File: config.mk
export PLATFORM = sky130hd
export DESIGN_NAME = sc_backg_scroll_ctrl
export DESIGN_NICKNAME = d
export VERILOG_FILES = /design/src/rtl/sc_backg_scroll_ctrl.sv
export SDC_FILE = /design/constraint.sdc
export NUM_CORES = 1
export LEC_CHECK = 0
export ABC_AREA = 1
export CORE_MARGIN = 5
export CORE_UTILIZATION = 63
export DETAILED_ROUTE_END_ITERATION = 7
export GPL_ROUTABILITY_DRIVEN = 0
export GPL_TIMING_DRIVEN = 0
export HOLD_SLACK_MARGIN = 0.12
export PLACE_DENSITY = 0.95
export SLEW_MARGIN = 10
export SYNTH_ARGS = -nofsm -noshare
export SYNTH_HDL_FRONTEND = slang
export SYNTH_SLANG_ARGS = --single-unit
File: constraint.sdc
create_clock -name SC_BACKGSCROLL_CLOCK_50 -period 4.6 [get_ports SC_BACKGSCROLL_CLOCK_50]
set_clock_uncertainty 0.2 [all_clocks]
set_input_delay 0.46 -clock SC_BACKGSCROLL_CLOCK_50 [delete_from_list [all_inputs] [get_ports SC_BACKGSCROLL_CLOCK_50]]
set_output_delay 0.46 -clock SC_BACKGSCROLL_CLOCK_50 [all_outputs]
set_load 0.03 [all_outputs]
File: src/rtl/sc_backg_scroll_ctrl.sv
// Upstream sequencer for the background-type shift register: clear, load the
// start pattern, then rotate it one position per scroll tick with pause/stop.
module sc_backg_scroll_ctrl #(
  parameter int BACKGSCROLL_DATAWIDTH = 4,
  parameter int BACKGSCROLL_DIVWIDTH  = 26,
  parameter int BACKGSCROLL_BASEDIV   = 50000000,
  parameter int BACKGSCROLL_STEPWIDTH = 8
) (
  input  logic                             SC_BACKGSCROLL_CLOCK_50,
  input  logic                             SC_BACKGSCROLL_RESET_InLow,
  input  logic                             SC_BACKGSCROLL_start_InLow,
  input  logic                             SC_BACKGSCROLL_stop_InLow,
  input  logic                             SC_BACKGSCROLL_pause_InLow,
  input  logic                             SC_BACKGSCROLL_direction_In,
  input  logic [1:0]                       SC_BACKGSCROLL_speed_In,
  input  logic [BACKGSCROLL_DATAWIDTH-1:0] SC_BACKGSCROLL_pattern_InBUS,
  output logic                             SC_BACKGSCROLL_clear_OutLow,
  output logic                             SC_BACKGSCROLL_load_OutLow,
  output logic [1:0]                       SC_BACKGSCROLL_shiftselection_Out,
  output logic [BACKGSCROLL_DATAWIDTH-1:0] SC_BACKGSCROLL_data_OutBUS,
  output logic                             SC_BACKGSCROLL_running_Out,
  output logic [BACKGSCROLL_STEPWIDTH-1:0] SC_BACKGSCROLL_steps_OutBUS
);

  typedef enum logic [2:0] {
    ST_IDLE,
    ST_CLEAR,
    ST_LOAD,
    ST_RUN,
    ST_PAUSE
  } state_t;

  localparam logic [BACKGSCROLL_DIVWIDTH-1:0] baseDiv =
    BACKGSCROLL_DIVWIDTH'(BACKGSCROLL_BASEDIV);

  state_t                            state, stateNext;
  logic [BACKGSCROLL_DIVWIDTH-1:0]   prescaler, prescalerNext;
  logic [BACKGSCROLL_DIVWIDTH-1:0]   divisor;
  logic [BACKGSCROLL_DIVWIDTH-1:0]   tickLimit;
  logic                              tickDue;
  logic [1:0]                        shiftCode;
  logic                              clearNext;
  logic                              loadNext;
  logic [1:0]                        shiftNext;
  logic [BACKGSCROLL_DATAWIDTH-1:0]  dataNext;
  logic                              runningNext;
  logic [BACKGSCROLL_STEPWIDTH-1:0]  stepsNext;

  // Compare with >= so a speed change that drops DIV below the running count
  // ticks on the next cycle instead of wrapping the prescaler.
  assign divisor   = baseDiv >> SC_BACKGSCROLL_speed_In;
  assign tickLimit = divisor - BACKGSCROLL_DIVWIDTH'(1);
  assign tickDue   = (prescaler >= tickLimit);
  assign shiftCode = SC_BACKGSCROLL_direction_In ? 2'b10 : 2'b01;

  always_ff @(posedge SC_BACKGSCROLL_CLOCK_50 or negedge SC_BACKGSCROLL_RESET_InLow) begin
    if (!SC_BACKGSCROLL_RESET_InLow) begin
      state                             <= ST_IDLE;
      prescaler                         <= '0;
      SC_BACKGSCROLL_clear_OutLow       <= 1'b1;
      SC_BACKGSCROLL_load_OutLow        <= 1'b1;
      SC_BACKGSCROLL_shiftselection_Out <= '0;
      SC_BACKGSCROLL_data_OutBUS        <= '0;
      SC_BACKGSCROLL_running_Out        <= 1'b0;
      SC_BACKGSCROLL_steps_OutBUS       <= '0;
    end else begin
      state                             <= stateNext;
      prescaler                         <= prescalerNext;
      SC_BACKGSCROLL_clear_OutLow       <= clearNext;
      SC_BACKGSCROLL_load_OutLow        <= loadNext;
      SC_BACKGSCROLL_shiftselection_Out <= shiftNext;
      SC_BACKGSCROLL_data_OutBUS        <= dataNext;
      SC_BACKGSCROLL_running_Out        <= runningNext;
      SC_BACKGSCROLL_steps_OutBUS       <= stepsNext;
    end
  end

  always_comb begin
    stateNext     = state;
    prescalerNext = prescaler;
    clearNext     = 1'b1;
    loadNext      = 1'b1;
    shiftNext     = '0;
    dataNext      = SC_BACKGSCROLL_data_OutBUS;
    runningNext   = SC_BACKGSCROLL_running_Out;
    stepsNext     = SC_BACKGSCROLL_steps_OutBUS;

    unique case (state)
      ST_IDLE: begin
        runningNext = 1'b0;
        if (!SC_BACKGSCROLL_start_InLow) begin
          stateNext = ST_CLEAR;
          dataNext  = SC_BACKGSCROLL_pattern_InBUS;
          clearNext = 1'b0;
        end
      end

      ST_CLEAR: begin
        if (!SC_BACKGSCROLL_stop_InLow) begin
          stateNext = ST_IDLE;
        end else begin
          stateNext = ST_LOAD;
          loadNext  = 1'b0;
        end
      end

      ST_LOAD: begin
        if (!SC_BACKGSCROLL_stop_InLow) begin
          stateNext = ST_IDLE;
        end else begin
          stateNext     = ST_RUN;
          prescalerNext = '0;
          stepsNext     = '0;
          runningNext   = 1'b1;
        end
      end

      // Stop outranks pause, pause outranks a due tick; a tick that lands on a
      // pause is held at the limit and issued on the first cycle back in RUN.
      ST_RUN: begin
        if (!SC_BACKGSCROLL_stop_InLow) begin
          stateNext   = ST_IDLE;
          runningNext = 1'b0;
        end else if (!SC_BACKGSCROLL_pause_InLow) begin
          stateNext = ST_PAUSE;
        end else if (tickDue) begin
          prescalerNext = '0;
          shiftNext     = shiftCode;
          stepsNext     = SC_BACKGSCROLL_steps_OutBUS + BACKGSCROLL_STEPWIDTH'(1);
        end else begin
          prescalerNext = prescaler + BACKGSCROLL_DIVWIDTH'(1);
        end
      end

      ST_PAUSE: begin
        if (!SC_BACKGSCROLL_stop_InLow) begin
          stateNext   = ST_IDLE;
          runningNext = 1'b0;
        end else if (SC_BACKGSCROLL_pause_InLow) begin
          stateNext = ST_RUN;
        end
      end

      default: begin
        stateNext   = ST_IDLE;
        runningNext = 1'b0;
      end
    endcase
  end

endmodule

==> results.cfg <==
[clock_network]
post-cts-setup-buffers = 0
hold_buffers = 1
cts.sinks = 46
cts_buffers = 5
ctsResizeCount = 0
clockRootBuffer = clkbuf_8
cts_tree = done
insertion_delay_ns = 0.30
clk_pin_slew_worst_paths_ns = 0.09
htree_levels = 2
cts.path.max_buffers = 2

[route]
post_drt_wl_per_cell_um = 13.6
postRouteAntennaNets = 0
drtIter0Drc = 296
via_per_inst = 5.45
num_vias = 3135
wirelength_um = 7820
drc_errors = 0
dr.pass1.iters = 5

[final_layout]
insertedDiodeCount = 0
design_area_um2 = 3800
layout.nets = 538
syn_to_final_growth_pct = 15.4
fill_cells = 400
drive_gt1_share_pct = 7.72

[yosys]
yosysMostFrequentCell = nand2_1
netlist_area_um2 = 3290
ys_ff_latch = 46
ys_seq_area_share_pct = 35.0
synthTopCellsByCount = nand2_1 (133), inv_1 (75), nor2_1 (46)
yosysWarnings = 0
synth_ff_type = dfrtp_1
synth_area_leaders = dfrtp_1 (33%), nand2_1 (15%), inv_1 (8.5%), ha_1 (8.4%), nor2_1 (5.2%)
synthDistinctLibCells = 34
syn_area_per_cell_um2 = 7.07
post_synth_inst_count = 466
synth_async_sr_flop_share_pct = 100
yosysTopAreaCell = dfrtp_1
synth_top_area_share_pct = 33.4
synth-edff-count = 0

[sta]
finalCriticalPeriod_ns = 3.02
grt_setup_unrepaired = false
setup_ws_ns = 1.58
period_share_pct = 65.6
hold_viol = 0
finalSetupViolations = 0
fin_setup_tns_ns = 0
slew_viol_final = 0
fmax_mhz = 331

[floorplan]
fp.dieW_um = 82.3
dieArea_um2 = 6770
placementRows = 26
start_util_pct = 64.5
ioPinCount = 29
die_h_um = 82.3
coreArea_um2 = 5110

[setup_path]
worst_ep_arrival_time_ns = 3.02
path_class = in2reg
cp_data_required_time_ns = 4.60
cp_max_fo = 10
critPathLaunchType = input port
cp-startpoint = SC_BACKGSCROLL_speed_In[1]
r2r-start = prescaler[25]
worstSetupEndpointType = register

[grt]
antenna_found_initial = 0
track_usage_pct = 25.8
grt_pass1_vias = 3150
grt_first_pass_wirelength_um = 13500
grt_max_degree = 36
grt_busiest_layer = met2
globalRouteOverflowTotal = 0
use_met2_pct = 44.5
use_met3_pct = 4.66
met1_usage_pct = 31.0

[job]
cap_violations = 0

[hold_path]
min_from = SC_BACKGSCROLL_steps_OutBUS[3]
hold_path_class = reg2reg

[power]
ir_drop_uv = 398
p_leak_nw = 1.95
power.density_nw_per_um2 = 430

[place]
port_buffers = 28
place_area_um2 = 3680
hpwl_um = 6010
place_ws_ns = 1.30

[run_status]
outcome = finished, final reports clean
[state kept, by name, indices dropped and copies added (netlist names)]
| name | flops |
|---|---|
| SC_BACKGSCROLL_data_OutBUS | 4 |
| SC_BACKGSCROLL_shiftselection_Out | 2 |
| state | 3 |
| SC_BACKGSCROLL_clear_OutLow | 1 |
| SC_BACKGSCROLL_load_OutLow | 1 |
| SC_BACKGSCROLL_running_Out | 1 |
| prescaler | 26 |
| SC_BACKGSCROLL_steps_OutBUS | 8 |
[where the power goes]
part	internal (mW)	switching, mW
logic	0.262	0.416
clock network	0.162	0.142
registers	0.525	0.127
total	0.949	0.685
[cell usage in the layout (no fill, tap or decap), types with 2 or more instances in the layout]
master and n:
nand2_2 3, xor2_1 15, a21oi_1 12, inv_1 75, nand4_1 8, nand3_2 2
nand2_1 133, clkdlybuf4s50_1 27, buf_2 5, o211ai_1 2, conb_1 3, nor2_1 46
clkbuf_8 5, nand2_4 2, inv_2 3, dfstp_2 2, mux2_2 4, nand3_1 31
o21bai_1 2, buf_6 2, nor3_1 13, nor2_2 3, o21ai_1 12, o21ai_0 14
ha_1 22, dfrtp_1 44
[worst max-delay path, cell delays in order]
cell and delay (ns):
clkdlybuf4s50_1 0.43, buf_4 0.18, nor2_1 0.22, inv_1 0.13, ha_1 0.34, nand2_1 0.06, nor2_1 0.13, nand3_1 0.11
nor2_1 0.19, nand3_2 0.18, nand4_2 0.24, nand2_2 0.17, nand2_1 0.10, nand2_1 0.05
[cells by family (layout without fill, tap and decap cells)]
logic type,Yosys count,after routing,share of synthesized area (%)
adders and majority gates,22,22,8.36
muxes,4,4,1.37
and+or+nand+nor,248,248,33.5
xor gates and xnor gates,15,15,3.99
other,2,3,0.228
buffers and inverters,85,123,10.4
DFF,46,46,35.0
AOI/OAI and AO/OA,44,44,7.11
[final cells by class]
class | instances | area [µm²] | area share, %
well taps | 70 | 87.6 | 2.30
inverters | 78 | 293 | 7.70
repair buffers | 30 | 305 | 8.03
clock inverters | 2 | 37.5 | 0.988
plain buffers | 7 | 50.0 | 1.32
clock buffers | 6 | 72.6 | 1.91
multi-input cells | 336 | 1800 | 47.4
flip-flops and latches | 46 | 1150 | 30.4
[metal layers]
| layer | vias up | wire (µm) |
|---|---|---|
| li1 | 1548 | - |
| met1 | 1426 | 3190 |
| met2 | 123 | 3870 |
| met3 | 38 | 441 |
| met4 | 0 | 309 |
| met5 | - | 0 |
[metrics by stage]
step                utilization, %  instances  hold slack [ns]  total power, mW
global placement              71.8        565            0.278             1.28
CTS                           74.4        575            0.312             1.63
global route                  74.4        575            0.333             1.75
detailed placement            72.0        566            0.164             1.32
finish                        74.4        575            0.307             1.63
floorplan                        -        467          -0.0356             1.10
[worst paths after layout]
| kind | end | slack [ns] | cells past startpoint |
|---|---|---|---|
| min in group asynchronous | prescaler[15] | 0.37 | 2 |
| setup reg to reg | SC_BACKGSCROLL_steps_OutBUS[5] | 2.29 | 10 |
| max in group asynchronous | SC_BACKGSCROLL_clear_OutLow | 3.28 | 3 |
| setup / recovery | SC_BACKGSCROLL_steps_OutBUS[5] | 1.58 | 14 |
| hold / removal | SC_BACKGSCROLL_steps_OutBUS[3] | 0.31 | 2 |
| hold reg to reg | SC_BACKGSCROLL_steps_OutBUS[3] | 0.31 | 2 |
No activity file was read; power rests on OpenSTA's default activity.
